**src/rtl/e203_csr_pkg.sv**
```systemverilog
// Shared types and helpers for the e203 trap-CSR write scheduler.
// Holds CSR addresses, FSM states, the latched request format and mtvec legalisation.
package e203_csr_pkg;

    localparam int          CSR_XLEN      = 32;
    localparam logic [11:0] CSR_MTVEC     = 12'h305;
    localparam logic [11:0] CSR_MSCRATCH  = 12'h340;

    typedef enum logic [1:0] {
        ST_IDLE   = 2'd0,
        ST_ACCESS = 2'd1,
        ST_RESP   = 2'd2
    } csr_state_e;

    typedef struct packed {
        logic [11:0]         addr;
        logic                wen;
        logic [CSR_XLEN-1:0] wdata;
    } csr_req_t;

    // Reserved modes 10/11 keep the old mode; vectored mode (01) needs 64-byte base alignment.
    function automatic logic [CSR_XLEN-1:0] mtvec_warl(
        input logic [CSR_XLEN-1:0] old_val,
        input logic [CSR_XLEN-1:0] wdata
    );
        logic [CSR_XLEN-1:0] res;
        res = wdata;
        if (wdata[1]) begin
            res[1:0] = old_val[1:0];
        end
        if (res[1:0] == 2'b01) begin
            res[5:2] = 4'b0000;
        end
        return res;
    endfunction

endpackage

```
**src/rtl/e203_rr_arb2.sv**
```systemverilog
// Two-way round-robin arbiter: index 0 = EXU, index 1 = debug.
// The pointer names the favoured side and moves to the loser on every accept.
module e203_rr_arb2 (
    input  logic       clk,
    input  logic       rst_n,
    input  logic [1:0] req,
    input  logic       accept,
    output logic [1:0] gnt
);

    logic ptr_q;
    logic ptr_d;

    always_comb begin
        gnt = 2'b00;
        if (req[0] && (!req[1] || !ptr_q)) begin
            gnt[0] = 1'b1;
        end else if (req[1]) begin
            gnt[1] = 1'b1;
        end
    end

    always_comb begin
        ptr_d = ptr_q;
        if (accept) begin
            ptr_d = gnt[0];
        end
    end

    always_ff @(posedge clk or negedge rst_n) begin
        if (!rst_n) begin
            ptr_q <= 1'b0;
        end else begin
            ptr_q <= ptr_d;
        end
    end

endmodule

```
**src/rtl/e203_csr_wr_sched.sv**
```systemverilog
// Arbitrates EXU/debug CSR requests and serialises each one through IDLE -> ACCESS -> RESP,
// owning the mtvec and mscratch registers.
module e203_csr_wr_sched
    import e203_csr_pkg::*;
#(
    parameter int          XLEN          = 32,
    parameter logic [31:0] MTVEC_RST     = 32'h0000_0000,
    parameter logic [11:0] ADDR_MTVEC    = CSR_MTVEC,
    parameter logic [11:0] ADDR_MSCRATCH = CSR_MSCRATCH
) (
    input  logic            clk,
    input  logic            rst_n,
    input  logic            exu_req_valid,
    output logic            exu_req_ready,
    input  logic [11:0]     exu_req_addr,
    input  logic            exu_req_wen,
    input  logic [XLEN-1:0] exu_req_wdata,
    input  logic            dbg_req_valid,
    output logic            dbg_req_ready,
    input  logic [11:0]     dbg_req_addr,
    input  logic            dbg_req_wen,
    input  logic [XLEN-1:0] dbg_req_wdata,
    input  logic            csr_lock,
    output logic            rsp_valid,
    input  logic            rsp_ready,
    output logic            rsp_src,
    output logic            rsp_err,
    output logic [XLEN-1:0] rsp_rdata,
    output logic [XLEN-1:0] mtvec_r
);

    csr_state_e      state_q, state_d;
    csr_req_t        req_q, req_d;
    logic            src_q, src_d;
    logic [XLEN-1:0] mtvec_q, mtvec_d;
    logic [XLEN-1:0] mscr_q, mscr_d;
    logic            rsp_err_q, rsp_err_d;
    logic [XLEN-1:0] rsp_rdata_q, rsp_rdata_d;

    logic       idle;
    logic [1:0] arb_req;
    logic [1:0] gnt;
    logic       accept;
    logic       sel_mtvec;
    logic       sel_mscr;
    logic       acc_err;

    // Requests are only visible to the arbiter while idle and out of reset, so ready is never
    // raised during ACCESS/RESP and the pointer cannot move on a dropped request.
    assign idle    = (state_q == ST_IDLE) && rst_n;
    assign arb_req = {dbg_req_valid, exu_req_valid} & {2{idle}};
    assign accept  = |gnt;

    e203_rr_arb2 u_arb (
        .clk    (clk),
        .rst_n  (rst_n),
        .req    (arb_req),
        .accept (accept),
        .gnt    (gnt)
    );

    assign exu_req_ready = gnt[0];
    assign dbg_req_ready = gnt[1];

    assign sel_mtvec = (req_q.addr == ADDR_MTVEC);
    assign sel_mscr  = (req_q.addr == ADDR_MSCRATCH);
    // Only the EXU is subject to the lock; debug writes and all reads pass.
    assign acc_err   = !(sel_mtvec || sel_mscr) ||
                       (sel_mtvec && req_q.wen && csr_lock && !src_q);

    always_comb begin
        state_d     = state_q;
        req_d       = req_q;
        src_d       = src_q;
        mtvec_d     = mtvec_q;
        mscr_d      = mscr_q;
        rsp_err_d   = rsp_err_q;
        rsp_rdata_d = rsp_rdata_q;
        case (state_q)
            ST_IDLE: begin
                if (accept) begin
                    src_d = gnt[1];
                    if (gnt[1]) begin
                        req_d = '{addr: dbg_req_addr, wen: dbg_req_wen, wdata: dbg_req_wdata};
                    end else begin
                        req_d = '{addr: exu_req_addr, wen: exu_req_wen, wdata: exu_req_wdata};
                    end
                    state_d = ST_ACCESS;
                end
            end
            ST_ACCESS: begin
                rsp_err_d   = acc_err;
                rsp_rdata_d = sel_mtvec ? mtvec_q : (sel_mscr ? mscr_q : '0);
                if (sel_mtvec && req_q.wen && !acc_err) begin
                    mtvec_d = mtvec_warl(mtvec_q, req_q.wdata);
                end
                if (sel_mscr && req_q.wen) begin
                    mscr_d = req_q.wdata;
                end
                state_d = ST_RESP;
            end
            ST_RESP: begin
                if (rsp_ready) begin
                    state_d = ST_IDLE;
                end
            end
            default: begin
                state_d = ST_IDLE;
            end
        endcase
    end

    always_ff @(posedge clk or negedge rst_n) begin
        if (!rst_n) begin
            state_q     <= ST_IDLE;
            req_q       <= '0;
            src_q       <= 1'b0;
            mtvec_q     <= MTVEC_RST;
            mscr_q      <= '0;
            rsp_err_q   <= 1'b0;
            rsp_rdata_q <= '0;
        end else begin
            state_q     <= state_d;
            req_q       <= req_d;
            src_q       <= src_d;
            mtvec_q     <= mtvec_d;
            mscr_q      <= mscr_d;
            rsp_err_q   <= rsp_err_d;
            rsp_rdata_q <= rsp_rdata_d;
        end
    end

    assign rsp_valid = (state_q == ST_RESP);
    assign rsp_src   = src_q;
    assign rsp_err   = rsp_err_q;
    assign rsp_rdata = rsp_rdata_q;
    assign mtvec_r   = mtvec_q;

endmodule
```
**config.mk**
```make
export PLATFORM = sky130hd
export DESIGN_NAME = e203_csr_wr_sched
export DESIGN_NICKNAME = d
export VERILOG_FILES = /design/src/rtl/e203_csr_pkg.sv /design/src/rtl/e203_rr_arb2.sv /design/src/rtl/e203_csr_wr_sched.sv
export SDC_FILE = /design/constraint.sdc
export NUM_CORES = 1
export LEC_CHECK = 0
export BUFFER_PORTS_ARGS = -buffer_cell sky130_fd_sc_hd__buf_4
export CAP_MARGIN = 20
export CORE_ASPECT_RATIO = 0.75
export CORE_MARGIN = 4
export CORE_UTILIZATION = 53
export CTS_CLUSTER_SIZE = 14
export DETAILED_ROUTE_END_ITERATION = 16
export PLACE_DENSITY = 0.82
export REMOVE_ABC_BUFFERS = 1
export SLEW_MARGIN = 15
export SYNTH_ARGS = -nofsm -noshare
export SYNTH_HDL_FRONTEND = slang
export SYNTH_HIERARCHICAL = 1
export SYNTH_SLANG_ARGS = --single-unit
```
**constraint.sdc**
```tcl
create_clock -name clk -period 2.6 [get_ports clk]
set_clock_uncertainty 0.05 [all_clocks]
set_input_delay 0.26 -clock clk [delete_from_list [all_inputs] [get_ports clk]]
set_output_delay 0.26 -clock clk [all_outputs]
set_load 0.05 [all_outputs]
```
[After elaboration in Yosys (flattened, before gate mapping)]
Index checks and enable logic that the tools add are counted.
Word-level totals
  word-level logic and storage cells: 52
  bits of input ports: 96
  flip-flop bits (word level): 146
Operators by class
  mux-type cells: 13
  bitwise operators: 1
  equal/unequal tests: 7
  reduce and logical (&&, ||, !) cells: 21
Operators with widths (number)
  32-bit 2-to-1 mux: 2
  45-bit 2-to-1 mux: 1
  12-bit by 10-bit equality test with 1-bit output, second input constant: 2
  2-bit 2-to-1 mux: 5
  2-bit AND reduction: 4
  1-bit logical AND: 7
  2-bit one-hot mux with 3 select lines: 1
  1-bit zero test: 5
  2-bit by 1-bit equality test with 1-bit output, second input constant: 2
  4-bit 2-to-1 mux: 1
  1-bit logical OR: 3
  1-bit 2-to-1 mux: 3
  2-bit bitwise AND: 1
  2-bit equality test, second input constant: 1
  2-bit zero test: 1
  2-bit by 1-bit inequality test with 1-bit output, second input constant: 1
  2-bit inequality test, second input constant: 1
  2-bit OR reduction: 1

[Depth between registers and ports, before layout]
  depth in word-level cells: 11
  mapped depth: 9
  depth with buffers taken out: 7

[By module]
The synthesis kept the hierarchy.
By module, submodules not included
  e203_csr_wr_sched: instances 1, area an instance 6313.6 sq um, cells an instance 509, seq. area each 3628.5 sq um
  e203_rr_arb2: instances 1, area an instance 62.6 sq um, cells an instance 5, seq. area each 25.0 sq um

[Least setup slack after synthesis]
Ideal clock, no wire load.
  kind: register to register
  start point: register state_q[0]
  end point: register req_q[10] (netlist name)
  cell stages (with the launch flop): 8
  setup time: 0.137 ns
  slack: -0.758 ns
  data arrival time: 3.171 ns
  required time: 2.413 ns
  path through: dfrtp_1 nor2_1 and3_1 a21boi_0 buf_2 buf_1 mux2i_1 a21oi_1
Between the ends
  word-level cells in the longest chain between the ends: 9
Ends and longest elaborated chain
  start, declared: line e203_csr_wr_sched.sv:32  | csr_state_e state_q, state_d;
  start signal, assigned: line e203_csr_wr_sched.sv:123  | state_q <= state_d;
  2-bit zero test *: line e203_csr_wr_sched.sv:50  | assign idle = (state_q == ST_IDLE) && rst_n;
  1-bit logical AND *: line e203_csr_wr_sched.sv:50
  2-bit bitwise AND *: line e203_csr_wr_sched.sv:51  | assign arb_req = {dbg_req_valid, exu_req_valid} & {2{idle}};
  named net arb_req[1]: line e203_csr_wr_sched.sv:41  | logic [1:0] arb_req;
  1-bit zero test: line e203_rr_arb2.sv:16  | if (req[0] && (!req[1] || !ptr_q)) begin
  1-bit logical OR: line e203_rr_arb2.sv:16
  1-bit logical AND: line e203_rr_arb2.sv:16
  1-bit 2-to-1 mux *: line e203_rr_arb2.sv:16
  named net dbg_req_ready: line e203_csr_wr_sched.sv:19  | output logic dbg_req_ready,
  2-bit OR reduction: line e203_csr_wr_sched.sv:52  | assign accept = |gnt;
  2-bit AND reduction (no source line)
  end signal, assigned: line e203_csr_wr_sched.sv:124  | req_q <= req_d;
  end, declared: line e203_csr_wr_sched.sv:33  | csr_req_t req_q, req_d;
Mark *: on every way through the listed nets, which the timed path passes. The rest lies on a longest branch.
A chain may end at the register's enable or synchronous reset.

[Final worst setup path]
  start point: input rst_n
  end point: output dbg_req_ready
Between the ends
  word-level cells in the longest chain between the ends: 6
Ends and longest elaborated chain
  start, declared: line e203_csr_wr_sched.sv:12  | input logic rst_n,
  1-bit logical AND *: line e203_csr_wr_sched.sv:50
  2-bit bitwise AND *: line e203_csr_wr_sched.sv:51
  named net arb_req[1]: line e203_csr_wr_sched.sv:41
  1-bit zero test: line e203_rr_arb2.sv:16
  1-bit logical OR: line e203_rr_arb2.sv:16
  1-bit logical AND: line e203_rr_arb2.sv:16
  1-bit 2-to-1 mux *: line e203_rr_arb2.sv:16
  end, declared: line e203_csr_wr_sched.sv:19
Marks and branches as above.

==> key figures <==
Outcome
  • Status: complete, no violations

Placement
  • GP Congestion: 0.789
  • Post-DP Area: 0.00778 mm²
  • Port Buf Inserts: 164
  • Dpl hpwl: 10.2 mm

Setup path
  • Worst r2r path cells: 4
  • Setup slack, reg-to-reg: 310 ps
  • Critical path startpoint category: input port
  • Max incr delay on CP: 560 ps
  • Crit-path slowest cell: dlygate4sd3_1
  • Worst EP arrival: 2110 ps
  • CP max FO: 38
  • RR Startpoint: req_q[34]
  • Buffers and inverters on the worst path: 4
  • Worst-path cell chain: dlygate4sd3_1, buf_6, and3_1, a21boi_4, buf_12, buf_4
  • Crit. End Element: output pin
  • FF-to-FF End: mscr_q[2]
  • Top Family by Delay on Critical Path: buffers and inverters
  • WP data required: 2290 ps
  • Crit Path Category: input port to output pin

Pwr
  • Sequential share of power: 0.433
  • Comb pwr share: 0.232
  • VDD IR max: 0.000619 V
  • Clk pwr share: 0.334
  • Pleak: 4.11 nW
  • Int Power: 4.74 mW
  • Switching share of power: 0.307
  • Pwr Density: 819 mW/mm²
  • Sw power: 2.10 mW

Synth
  • Post-synth ARST share: 1.00
  • Ys Warns: 6
  • Cells after synthesis: 514
  • Synthesized cell area: 0.00638 mm²
  • Most common cell in the netlist: dfrtp_1
  • Most used DFF post-synth: dfrtp_1
  • EDFF count, synth: 0
  • Yosys top cell by area: dfrtp_1
  • Synth cell types: 34
  • Top-area cell type share of the netlist area: 0.573
  • #FFs+latches synth: 146
  • Top cells by count, synth: 146 x dfrtp_1, 81 x mux2i_1, 46 x nor2_1, 45 x a21oi_1, 39 x nand2_1
  • Syn Area/Cell: 12.4 µm²
  • Post-synthesis sequential area ratio: 0.573
  • Synth area leaders: dfrtp_1 57%, mux2i_1 13%, mux2_4 6.4%

Global routing
  • Vias in the first global route: 4882
  • Antenna violations before repair: 0
  • First-pass GRT wire length: 24.2 mm
  • Total global-route track usage: 0.225
  • Grt total ovfl: 0
  • Largest net degree at the start of global routing: 128

Drt
  • First-pass DRT Iterations: 6
  • Post-DR vias/cell: 5.33
  • ANT nets after route: 0
  • Vias: 4526
  • Wire length per cell: 17.8 µm
  • DR DRC count: 0
  • Initial drt markers: 289
  • Drt total wl: 15.1 mm

Floorplanning
  • Die area: 0.0139 mm²
  • Starting Density: 0.545
  • IO Count: 165
  • Die height: 103 µm
  • Die Width: 135 µm
  • Site Rows: 34
  • Core area: 0.0117 mm²

STA
  • Minimum clock period: 2420 ps
  • Max Freq: 413 MHz
  • Final setup vio count: 0
  • Fin. max-slew vios: 0
  • Actual slew at the worst max-slew pin: 825 ps
  • Slew headroom: 0.450
  • Final period utilization: 0.930
  • RSZ-0062 raised after global routing: no
  • Hold slack: 105 ps
  • Setup tns final: 0 ps
  • Final hold vios: 0

Run
  • Max cap viols: 0

Clock network
  • Clock latency on the worst-skew pair: 400 ps
  • TritonCTS clock tree: yes
  • Htree depth: 4
  • Clock-pin slew on the worst setup and hold paths: 50 ps
  • CTS sink cnt: 146
  • Setup Fix Bufs, Post-CTS: 0
  • Clock tree buffer depth: 2
  • CTS root buf: clkbuf_16
  • Total CTS buffers: 17

Finish
  • Nets: 773
  • P&R area growth vs syn: 31.0%
  • Fin util: 0.714
  • Layout fillers: 807
  • N_diodes: 0
  • Layout cells sized above 1: 0.393
  • Final non-filler cell area: 0.00835 mm²

Worst hold path
  • Worst Hold End: req_q[9]
  • Worst Hold Class: input port to register
  • Cells on Worst Hold Path: 3
  • HP Start: exu_req_wdata[9]
-- through the flow --
stage	std cells	power [mW]	setup WS [ps]
after floorplan	482	4.05	-6640
after global placement	818	4.48	420
after detailed placement	818	4.58	362
after CTS	849	6.88	171
after global routing	849	7.21	86.7
final	849	6.84	181
-- worst register-to-register path: stages, from the launching register on --
cell and delay (ps):
dfrtp_1 390, nor4_1 440, and4_4 370, nand3_4 420, mux2_1 490
-- worst max-delay path by stage --
stage	endpoint	from	slack (ps)	cells after the start
after floorplan	req_q[0]	state_q[0]	-6640	6
after global placement	mscr_q[6]	req_q[34]	420	4
after detailed placement	req_q[42]	state_q[0]	360	8
after CTS	dbg_req_ready	rst_n	170	6
after global routing	dbg_req_ready	state_q[0]	90	5
final	dbg_req_ready	rst_n	180	6
-- what timing repair did --
action | CTS | global route
hold buffers | 2 | 0
endpoints found under the hold margin | 20 | 0
gates resized for setup | 0 | 0
-- cells by family (layout without fill, tap and decap cells) --
logic type	count (synthesis)	after routing	share of synthesized area
flip-flops	146	146	0.573
multiplexers	141	141	0.249
AND/OR/NAND/NOR	102	102	0.0716
AO/OA/AOI/OAI	86	86	0.0740
buffers and inverters	39	212	0.0324
-- placed cells by master, fill, tap and decap left out, types with 2 or more instances in the layout --
cell type        n
dfrtp_1        146
buf_12           4
o21ai_0         34
mux2_1           2
nand2_1         39
clkbuf_16       17
and3_1           2
mux2i_1         81
buf_4          169
mux2_4          27
inv_1            7
clkbuf_8         5
a21oi_1         45
mux2_2          31
clkbuf_1         2
clkinv_2         3
nor2_1          46
dlygate4sd3_1    2
-- layout make-up --
type,count,area (µm²),share of cell area
clock buffer,24,502,0.0601
inverter,7,26.3,0.00315
multi-input combinational,329,2540,0.304
timing repair buffer,176,1380,0.165
clock inverter,5,52.6,0.00629
tap,162,203,0.0243
sequential,146,3650,0.437
-- power groups by stage --
stage                     sequential [mW]  clock (mW)  combinational (mW)
after global routing                 3.02        2.42                1.76
after CTS                            2.96        2.31                1.60
after detailed placement             2.99           0                1.59
final                                2.96        2.29                1.59
after global placement               2.96           0                1.52
after floorplan                      2.94           0                1.11
-- sequential cells by signal (all words and copies together), names as in the netlist --
name and count:
req_q 45, mscr_q 32, mtvec_r 32, rsp_rdata 32, state_q 2, rsp_err 1, rsp_src 1, u_arb/ptr_q 1
-- metal layers --
metal,part of all wire,vias up,GRT usage,wire [µm]
met2,0.49,152,0.376,7370
met4,0.0095,0,0.0626,144
met5,0,-,0,0
li1,-,2104,-,-
met3,0.070,14,0.0683,1060
met1,0.43,2256,0.289,6520
Note: power is estimated with default switching activity, not from simulation.
